[src/rtl/xt_unit_pkg.sv]
// Shared definitions for the xt_unit target-side switch port.
// Provides the VC index width and the field layout of the request packet so the
// unit and anything that builds or decodes packets agree on one layout.
// Request packet layout, MSB first: {DST_ID, SRC_ID, WR, VC, ADR, SB, STB, DAT}.
package xt_unit_pkg;

   // Fields listed from the LSB upwards, so the enum order defines the offsets.
   typedef enum logic [2:0] {
      FldDat = 3'd0,
      FldStb = 3'd1,
      FldSb  = 3'd2,
      FldAdr = 3'd3,
      FldVc  = 3'd4,
      FldWr  = 3'd5,
      FldSrc = 3'd6,
      FldDst = 3'd7
   } fld_e;

   // A single VC still needs a one-bit VC field.
   function automatic int unsigned calc_vcw(input int unsigned vcn);
      return (vcn <= 2) ? 1 : $clog2(vcn);
   endfunction

   function automatic int unsigned fld_w(input fld_e f, input int unsigned m, n, vcw, a, sb, d);
      int unsigned w;
      w = 0;
      case (f)
         FldDat:  w = d;
         FldStb:  w = d / 8;
         FldSb:   w = sb;
         FldAdr:  w = a;
         FldVc:   w = vcw;
         FldWr:   w = 1;
         FldSrc:  w = n;
         FldDst:  w = m;
         default: w = 0;
      endcase
      return w;
   endfunction

   function automatic int unsigned fld_off(input fld_e f, input int unsigned m, n, vcw, a, sb, d);
      int unsigned off;
      off = 0;
      for (int i = 0; i < int'(f); i++) begin
         off += fld_w(fld_e'(i), m, n, vcw, a, sb, d);
      end
      return off;
   endfunction

   // Request packet width.
   function automatic int unsigned calc_tp(input int unsigned m, n, vcw, a, sb, d);
      return fld_off(FldDst, m, n, vcw, a, sb, d) + m;
   endfunction

   // Response packet width: {DST_ID, SRC_ID, VC, ERR, DAT}.
   function automatic int unsigned calc_rp(input int unsigned n, m, vcw, d);
      return n + m + vcw + 1 + d;
   endfunction

endpackage

[src/rtl/xt_sfifo.sv]
// Synchronous FIFO with first-word fall-through read and registered flags.
// Ports:
//   clk, rst      clock, synchronous active-high reset
//   push, wdata   write strobe and data (ignored while full)
//   pop           read strobe (ignored while empty)
//   rdata         head entry, valid while !empty
//   full, empty   registered occupancy flags
// Depth must be a power of two >= 2; pointers carry one extra wrap bit.
module xt_sfifo #(
   parameter int unsigned Width = 8,
   parameter int unsigned Depth = 4
) (
   input  logic             clk,
   input  logic             rst,
   input  logic             push,
   input  logic [Width-1:0] wdata,
   input  logic             pop,
   output logic [Width-1:0] rdata,
   output logic             full,
   output logic             empty
);

   localparam int unsigned AW = (Depth > 1) ? $clog2(Depth) : 1;

   logic [Width-1:0] mem_q [Depth];
   logic [AW:0]      wptr_q, wptr_d;
   logic [AW:0]      rptr_q, rptr_d;
   logic             full_q, empty_q;
   logic             do_push, do_pop;

   assign do_push = push && !full_q;
   assign do_pop  = pop && !empty_q;

   always_comb begin
      wptr_d = wptr_q;
      rptr_d = rptr_q;
      if (do_push) wptr_d = wptr_q + 1'b1;
      if (do_pop)  rptr_d = rptr_q + 1'b1;
   end

   always_ff @(posedge clk) begin
      if (rst) begin
         wptr_q  <= '0;
         rptr_q  <= '0;
         full_q  <= 1'b0;
         empty_q <= 1'b1;
      end else begin
         wptr_q  <= wptr_d;
         rptr_q  <= rptr_d;
         empty_q <= (wptr_d == rptr_d);
         full_q  <= (wptr_d[AW] != rptr_d[AW]) && (wptr_d[AW-1:0] == rptr_d[AW-1:0]);
      end
   end

   // Storage needs no reset: contents are only visible through the pointers.
   always_ff @(posedge clk) begin
      if (do_push) mem_q[wptr_q[AW-1:0]] <= wdata;
   end

   assign rdata = mem_q[rptr_q[AW-1:0]];
   assign full  = full_q;
   assign empty = empty_q;

endmodule

[src/rtl/xt_unit_mvc.sv]
// Multi-VC target unit: accepts switch packets, queues them per VC, issues them
// round-robin to a target, and routes in-order target responses back to their
// source using a per-VC tag FIFO of source IDs.
// Ports:
//   clk, rst                   clock, synchronous active-high reset
//   t_vld/t_pld/t_gnt          incoming request packet
//   req_* / req_gnt            request to the target (held until granted)
//   rsp_* / rsp_gnt            response from the target
//   r_vld/r_pld/r_gnt          outgoing response packet
//   id_err, orphan_err         sticky misroute / orphan-response flags
//   drop_cnt                   saturating count of dropped packets
module xt_unit_mvc import xt_unit_pkg::*; #(
   parameter  int unsigned N   = 2,
   parameter  int unsigned M   = 3,
   parameter  int unsigned A   = 19,
   parameter  int unsigned D   = 32,
   parameter  int unsigned SB  = 4,
   parameter  int unsigned VCN = 2,
   parameter  int unsigned BUF = 4,
   parameter  int unsigned OST = 4,
   parameter  int unsigned ID  = 0,
   localparam int unsigned VCW = calc_vcw(VCN),
   localparam int unsigned TP  = calc_tp(M, N, VCW, A, SB, D),
   localparam int unsigned RP  = calc_rp(N, M, VCW, D)
) (
   input  logic           clk,
   input  logic           rst,
   input  logic           t_vld,
   input  logic [TP-1:0]  t_pld,
   output logic           t_gnt,
   output logic           req_vld,
   input  logic           req_gnt,
   output logic [VCW-1:0] req_vc,
   output logic           req_wr,
   output logic [A-1:0]   req_adr,
   output logic [SB-1:0]  req_sb,
   output logic [D/8-1:0] req_stb,
   output logic [D-1:0]   req_dat,
   input  logic           rsp_vld,
   output logic           rsp_gnt,
   input  logic [VCW-1:0] rsp_vc,
   input  logic           rsp_err,
   input  logic [D-1:0]   rsp_dat,
   output logic           r_vld,
   input  logic           r_gnt,
   output logic [RP-1:0]  r_pld,
   output logic           id_err,
   output logic           orphan_err,
   output logic [7:0]     drop_cnt
);

   localparam int unsigned SW     = D / 8;
   localparam int unsigned RW     = N + 1 + A + SB + SW + D;  // queued entry, VC implied
   localparam int unsigned OffDat = fld_off(FldDat, M, N, VCW, A, SB, D);
   localparam int unsigned OffStb = fld_off(FldStb, M, N, VCW, A, SB, D);
   localparam int unsigned OffSb  = fld_off(FldSb, M, N, VCW, A, SB, D);
   localparam int unsigned OffAdr = fld_off(FldAdr, M, N, VCW, A, SB, D);
   localparam int unsigned OffVc  = fld_off(FldVc, M, N, VCW, A, SB, D);
   localparam int unsigned OffWr  = fld_off(FldWr, M, N, VCW, A, SB, D);
   localparam int unsigned OffSrc = fld_off(FldSrc, M, N, VCW, A, SB, D);
   localparam int unsigned OffDst = fld_off(FldDst, M, N, VCW, A, SB, D);
   localparam logic [M-1:0]   OwnId  = M'(ID);
   localparam logic [VCW-1:0] LastVc = VCW'(VCN - 1);

   // ---------------------------------------------------------------- ingress
   logic [M-1:0]   pkt_dst;
   logic [VCW-1:0] pkt_vc;
   logic [RW-1:0]  pkt_body;
   logic           vc_room, vc_hit, id_ok, t_xfer;

   assign pkt_dst  = t_pld[OffDst +: M];
   assign pkt_vc   = t_pld[OffVc +: VCW];
   assign pkt_body = {t_pld[OffSrc +: N], t_pld[OffWr], t_pld[OffAdr +: A],
                      t_pld[OffSb +: SB], t_pld[OffStb +: SW], t_pld[OffDat +: D]};

   logic [VCN-1:0] req_push, req_pop, req_full, req_empty;
   logic [VCN-1:0] tag_push, tag_pop, tag_full, tag_empty;
   logic [RW-1:0]  req_rdata [VCN];
   logic [N-1:0]   tag_rdata [VCN];

   // A VC index beyond VCN has no queue: such a packet is accepted and dropped.
   always_comb begin
      vc_room = 1'b1;
      vc_hit  = 1'b0;
      for (int unsigned v = 0; v < VCN; v++) begin
         if (pkt_vc == VCW'(v)) begin
            vc_room = !req_full[v];
            vc_hit  = 1'b1;
         end
      end
   end

   assign t_gnt  = !rst && vc_room;
   assign t_xfer = t_vld && t_gnt;
   assign id_ok  = (pkt_dst == OwnId);

   always_ff @(posedge clk) begin
      if (rst) begin
         id_err   <= 1'b0;
         drop_cnt <= '0;
      end else if (t_xfer && !(id_ok && vc_hit)) begin
         if (!id_ok) id_err <= 1'b1;
         if (drop_cnt != 8'hff) drop_cnt <= drop_cnt + 8'd1;
      end
   end

   // ---------------------------------------------------------------- arbiter
   logic [VCN-1:0] elig;
   logic [VCW-1:0] ptr_q, sel_q, rr_win, sel;
   logic           hold_q, rr_any, req_hs;
   logic [RW-1:0]  sel_entry;
   logic [N-1:0]   sel_src;
   int unsigned    k;

   assign elig = ~req_empty & ~tag_full;

   always_comb begin
      rr_win = ptr_q;
      rr_any = 1'b0;
      k      = 0;
      for (int unsigned i = 0; i < VCN; i++) begin
         k = 32'(ptr_q) + i;
         if (k >= VCN) k = k - VCN;
         if (!rr_any && elig[k]) begin
            rr_any = 1'b1;
            rr_win = VCW'(k);
         end
      end
   end

   // A stalled request keeps its VC: that VC stays eligible until it is granted
   // because its queue only pops and its tag FIFO only fills on a handshake.
   assign sel     = hold_q ? sel_q : rr_win;
   assign req_vld = !rst && (hold_q || rr_any);
   assign req_hs  = req_vld && req_gnt;
   assign req_vc  = sel;

   always_ff @(posedge clk) begin
      if (rst) begin
         ptr_q  <= '0;
         sel_q  <= '0;
         hold_q <= 1'b0;
      end else begin
         hold_q <= req_vld && !req_gnt;
         sel_q  <= sel;
         if (req_hs) ptr_q <= (sel == LastVc) ? '0 : sel + 1'b1;
      end
   end

   always_comb begin
      sel_entry = '0;
      for (int unsigned v = 0; v < VCN; v++) begin
         if (sel == VCW'(v)) sel_entry = req_rdata[v];
      end
   end

   assign {sel_src, req_wr, req_adr, req_sb, req_stb, req_dat} = sel_entry;

   // --------------------------------------------------------------- response
   logic          rsp_hs, rsp_tag_ok;
   logic [N-1:0]  rsp_tag;
   logic          r_vld_q;
   logic [RP-1:0] r_pld_q;

   assign rsp_gnt = !rst && (!r_vld_q || r_gnt);
   assign rsp_hs  = rsp_vld && rsp_gnt;

   always_comb begin
      rsp_tag_ok = 1'b0;
      rsp_tag    = '0;
      for (int unsigned v = 0; v < VCN; v++) begin
         if (rsp_vc == VCW'(v)) begin
            rsp_tag_ok = !tag_empty[v];
            rsp_tag    = tag_rdata[v];
         end
      end
   end

   always_ff @(posedge clk) begin
      if (rst) begin
         r_vld_q    <= 1'b0;
         r_pld_q    <= '0;
         orphan_err <= 1'b0;
      end else begin
         if (rsp_hs && rsp_tag_ok) begin
            r_vld_q <= 1'b1;
            r_pld_q <= {rsp_tag, OwnId, rsp_vc, rsp_err, rsp_dat};
         end else if (r_gnt) begin
            r_vld_q <= 1'b0;
         end
         if (rsp_hs && !rsp_tag_ok) orphan_err <= 1'b1;
      end
   end

   assign r_vld = r_vld_q;
   assign r_pld = r_pld_q;

   // ------------------------------------------------------------ per-VC FIFOs
   for (genvar v = 0; v < VCN; v++) begin : g_vc
      assign req_push[v] = t_xfer && id_ok && (pkt_vc == VCW'(v));
      assign req_pop[v]  = req_hs && (sel == VCW'(v));
      assign tag_push[v] = req_pop[v];
      assign tag_pop[v]  = rsp_hs && (rsp_vc == VCW'(v)) && !tag_empty[v];

      xt_sfifo #(
         .Width(RW),
         .Depth(BUF)
      ) u_req_fifo (
         .clk  (clk),
         .rst  (rst),
         .push (req_push[v]),
         .wdata(pkt_body),
         .pop  (req_pop[v]),
         .rdata(req_rdata[v]),
         .full (req_full[v]),
         .empty(req_empty[v])
      );

      xt_sfifo #(
         .Width(N),
         .Depth(OST)
      ) u_tag_fifo (
         .clk  (clk),
         .rst  (rst),
         .push (tag_push[v]),
         .wdata(sel_src),
         .pop  (tag_pop[v]),
         .rdata(tag_rdata[v]),
         .full (tag_full[v]),
         .empty(tag_empty[v])
      );
   end

endmodule

[config.mk]
export PLATFORM = sky130hd
export DESIGN_NAME = xt_unit_mvc
export DESIGN_NICKNAME = d
export VERILOG_FILES = /design/src/rtl/xt_unit_pkg.sv /design/src/rtl/xt_sfifo.sv /design/src/rtl/xt_unit_mvc.sv
export SDC_FILE = /design/constraint.sdc
export NUM_CORES = 1
export LEC_CHECK = 0
export CAP_MARGIN = 25
export CORE_MARGIN = 1
export CORE_UTILIZATION = 50
export DETAILED_ROUTE_END_ITERATION = 7
export PLACE_DENSITY_LB_ADDON = 0.25
export SYNTH_ARGS = -nofsm -noshare
export SYNTH_HDL_FRONTEND = slang
export SYNTH_HIERARCHICAL = 1
export SYNTH_SLANG_ARGS = --single-unit
export TNS_END_PERCENT = 100
[constraint.sdc]
create_clock -name clk -period 9.75 [get_ports clk]
set_input_delay 1.95 -clock clk [delete_from_list [all_inputs] [get_ports clk]]
set_output_delay 1.95 -clock clk [all_outputs]
set_load 0.01 [all_outputs]
==> flow_results.org <==
** Route
- Total routed wirelength :: 46,300 µm
- The first routing iteration left 771 violations.
- Length of the first detailed-routing pass in iterations :: 5
- Remaining routing DRC violations :: 0
- Routed length per placed instance :: 22.7 µm
- Post-detailed-route via-to-cell ratio :: 5.48
- Total via count after detailed routing :: 11,182
- In this run the remaining antenna-violating nets after routing total 0.

** Global route
- Total congestion overflow after global routing :: 0
- Via count of the first global-routing pass :: 11,656
- Entering global routing, the biggest net connects 87 pins.
- The first global-routing pass estimated 68,900 µm of wire.
- Number of antenna violations at the first check in global routing :: 3
- GRT Overall Usage :: 19.6%

** STA
- Setup repair after global routing left no endpoint under its margin.
- In this run the tightest slew margin relative to its limit is 34.6%.
- Number of hold violations in the final report :: 0
- Between clock sinks in the finished design, the worst skew comes to 0.0179 ns.
- The routed design could run at a clock period as short as 5.79 ns.
- For the pin with the worst max-slew slack, the measured transition is 0.981 ns.
- Number of pins with negative max-slew slack in the final report :: 0
- After layout, the worst path uses 59.4% of the clock period.
- Tightest hold margin :: 0.451 ns
- Maximum clock frequency :: 0.173 GHz
- Total negative slack :: 0 ns
- Number of failing setup endpoints in the final timing report :: 0

** Setup path
- The critical path in this run is classified as flop to primary output.
- Worst-path cell with the longest stage delay :: sky130_fd_sc_hd__buf_4
- Worst Setup EP :: req_dat[5]
- Endpoint arrival time on the critical path :: 3.84 ns
- The startpoint identified for the worst register-to-register timing path is g_vc[1].u_req_fifo/full$_SDFF_PP0_.
- Across all register-to-register paths, the minimum setup slack is 6.76 ns.
- Peak per-stage delay on the critical path :: 0.65 ns
- Of all nets on the critical path, the largest fanout is 40.
- Type of origin of the critical path :: flop
- Worst flop-to-flop path endpoint :: g_vc[0].u_req_fifo/mem_q[3][61]$_DFFE_PP_
- Launching instance or port of the critical path :: g_vc[0].u_req_fifo/empty$_SDFF_PP1_
- Measured in cells, the most critical reg-to-reg path has a length of 7.
- Crit path top cell by count :: sky130_fd_sc_hd__buf_4
- The critical path goes through or2_2 -> maj3_1 -> mux2i_4 -> buf_4 -> buf_4 -> mux2_2 -> clkdlybuf4s50_1.
- Capturing element type of the critical path :: primary output
- Required time of the critical path :: 7.80 ns

** Clocking
- Clock tree from TritonCTS :: built
- Number of gates resized after CTS :: 0
- Hold buffer count at cts :: 0
- Counting the buffers created by CTS gives 59.
- Worst-skew pair later-pin latency :: 0.61 ns
- CTS built an H-tree with a depth of 2.
- The tree built by TritonCTS fans out to 594 sinks.
- Maximum count of clock buffers along a single path :: 3
- Clock-pin slew on the worst setup and hold paths :: 0.06 ns
- The tree is rooted in a sky130_fd_sc_hd__clkbuf_16.
- Buffers added to address setup during post-CTS repair amount to 0.

** Logic synthesis
- A synthesized cell averages 19.2 µm².
- Synthesis produced a netlist whose cell count is 1,215.
- Netlist area before placement :: 23,400 µm²
- Synthesis inferred 594 register bits.
- Portion of the post-synthesis area used by sequential elements :: 72.8%
- Number of distinct library cells after synthesis :: 47
- Synth warn :: 6

** Finish
- Commonest cells after routing, fill and taps aside :: sky130_fd_sc_hd__edfxtp_1, sky130_fd_sc_hd__clkdlybuf4s50_1, sky130_fd_sc_hd__mux4_2, sky130_fd_sc_hd__dfxtp_1, sky130_fd_sc_hd__nand2_1
- The net count of the finished layout is 1,523.
- Most common cell after layout, fill and taps aside :: sky130_fd_sc_hd__edfxtp_1
- Diodes inserted :: 0
- Proportion of layout cells with a drive suffix above 1 :: 22.6%
- After filler insertion, the fill cell instance count of the layout stands at 3,320.
- For this run, the number of standard cells in the final layout without fillers is 2,041.
- The area growth from synthesis to layout is 18.0%.

** Floorplan
- The die is 218 µm tall.
- The floorplan has 78 rows.
- Number of placed I/O pins :: 220
- Floorplan die width :: 218 µm
- Initial Utilization :: 51.1%
- After floorplanning, the core was sized to cover 45,800 µm².
- The die covers 47,600 µm².

** Place
- Detailed placer's ending HPWL :: 25,500 µm
- In this run the tool buffered the top-level ports with 216 buffer cells.
- Including well taps, the total number of placed cells is 1,932.
- Placer congestion estimate :: 0.788

** Pwr
- Peak supply drop :: 158 µV
- Dividing total power by cell area gives a power density of 184 nW/µm².
- Summed over all cells, the static leakage comes to 8.74 nW.

** Hold path
- The min-delay analysis places its worst path in the category flop to flop.

** Run
- Max-cap violations :: 0

** Status
- The flow ran to the end, and the final reports show no timing, DRC or antenna violations.
-- flip-flops by register name, summed over array words and instances, names as in the netlist, 2 cells and up --
| name | count |
|---|---|
| g_vc.u_req_fifo/rptr_q | 6 |
| g_vc.u_req_fifo/mem_q | 496 |
| g_vc.u_req_fifo/empty | 2 |
| drop_cnt | 8 |
| g_vc.u_tag_fifo/mem_q | 16 |
| g_vc.u_tag_fifo/wptr_q | 6 |
| g_vc.u_tag_fifo/full | 2 |
| g_vc.u_tag_fifo/rptr_q | 6 |
| g_vc.u_tag_fifo/empty | 2 |
| g_vc.u_req_fifo/wptr_q | 6 |
| g_vc.u_req_fifo/full | 2 |
| r_pld | 36 |
-- power breakdown --
group          switching, mW  internal [mW]  leakage, nW  total (mW)
Combinational         0.0605         0.0649         2.57       0.125
Clock                  0.910           1.28        0.906        2.19
Sequential           0.00223           2.76         5.27        2.76
-- cells by family (layout without fill, tap and decap cells) --
| logic type | count (synthesis) | in the layout | synth area share (%) |
|---|---|---|---|
| flip-flops | 594 | 594 | 72.8 |
| buffers and inverters | 139 | 363 | 3.76 |
| other | 1 | 3 | 0.0160 |
| AO/OA/AOI/OAI | 56 | 56 | 1.46 |
| multiplexers | 206 | 206 | 16.0 |
| XOR/XNOR | 28 | 28 | 1.05 |
| adder cells (fa/ha/maj) | 22 | 22 | 1.17 |
| AND/OR/NAND/NOR | 169 | 169 | 3.76 |
-- worst min path at each step --
stage / startpoint / endpoint / slack, ns / cells past startpoint
finish: r_pld[23]$_SDFFE_PP0P_ / r_pld[23]$_SDFFE_PP0P_ / 0.45 / 2
global route: r_pld[3]$_SDFFE_PP0P_ / r_pld[3]$_SDFFE_PP0P_ / 0.47 / 2
CTS: r_pld[23]$_SDFFE_PP0P_ / r_pld[23]$_SDFFE_PP0P_ / 0.46 / 2
detailed placement: r_pld[23]$_SDFFE_PP0P_ / r_pld[23]$_SDFFE_PP0P_ / 0.45 / 2
global placement: r_pld[7]$_SDFFE_PP0P_ / r_pld[7]$_SDFFE_PP0P_ / 0.44 / 2
floorplan: ptr_q$_SDFFE_PP0P_ / ptr_q$_SDFFE_PP0P_ / 0.44 / 2
-- cells in the mapped netlist, drive strengths merged --
| cell | count | area, µm² |
|---|---|---|
| or4b | 2 | 23.8 |
| and2b | 5 | 50.1 |
| a211oi | 2 | 15.0 |
| a311oi | 1 | 8.76 |
| xor2 | 23 | 201 |
| nand3 | 5 | 25.0 |
| nor3 | 3 | 15.0 |
| nor2 | 42 | 158 |
| nand2b | 4 | 25.0 |
| inv | 22 | 82.6 |
| ha | 21 | 263 |
| mux4 | 128 | 2880 |
| and3 | 1 | 6.26 |
| nand3b | 10 | 75.1 |
| mux2i | 12 | 120 |
| buf | 108 | 763 |
| o311ai | 3 | 26.3 |
| o31ai | 6 | 60.1 |
| or2 | 1 | 6.26 |
| maj3 | 1 | 10.0 |
| conb | 1 | 3.75 |
| o41ai | 2 | 17.5 |
| and2 | 12 | 75.1 |
| or3 | 1 | 6.26 |
| dfxtp | 82 | 1640 |
| o31a | 1 | 8.76 |
| a21oi | 39 | 195 |
| o21ai | 2 | 10.0 |
| nor4b | 6 | 92.6 |
| clkbuf | 9 | 33.8 |
| nand2 | 70 | 263 |
| nor4 | 2 | 27.5 |
| mux2 | 66 | 747 |
| nand4 | 1 | 6.26 |
| nor2b | 4 | 25.0 |
| edfxtp | 512 | 15400 |
| xnor2 | 5 | 43.8 |
-- area by class of cell --
type                    count  area [µm²]  share of cell area, %
clock inverters            33         325                   1.18
well taps                 600         751                   2.72
inverters                  22        82.6                  0.299
multi-input cells         484        5530                   20.0
repair buffers            235        2340                   8.47
clock buffers              73        1550                   5.62
flip-flops and latches    594       17000                   61.7
-- critical path, delay by kind of cell (launching register included) --
kind,cells,cell delay [ns]
adder cells (fa/ha/maj),1,0.39
AND/OR/NAND/NOR,1,0.30
multiplexers,2,0.55
flip-flops,1,0.33
buffers and inverters,3,1.62
-- metal layers --
layer | vias up | share of wire [%] | track usage (%)
li1 | 5056 | - | -
met1 | 5744 | 42 | 25.9
met2 | 311 | 50 | 33.3
met3 | 65 | 5.6 | 3.72
met4 | 6 | 1.8 | 5.73
met5 | - | 0.10 | 0
-- per-stage QoR --
stage	setup slack, ns	area [µm²]	util, %	total power [mW]
after detailed placement	4.05	25700	56.1	2.94
after floorplan	4.86	23400	-	2.86
after CTS	3.87	27500	60.2	5.12
after global routing	3.80	27600	60.3	5.23
final	3.96	27600	60.3	5.08
after global placement	4.11	25700	56.1	2.94
Note: power is estimated with default switching activity, not from simulation.
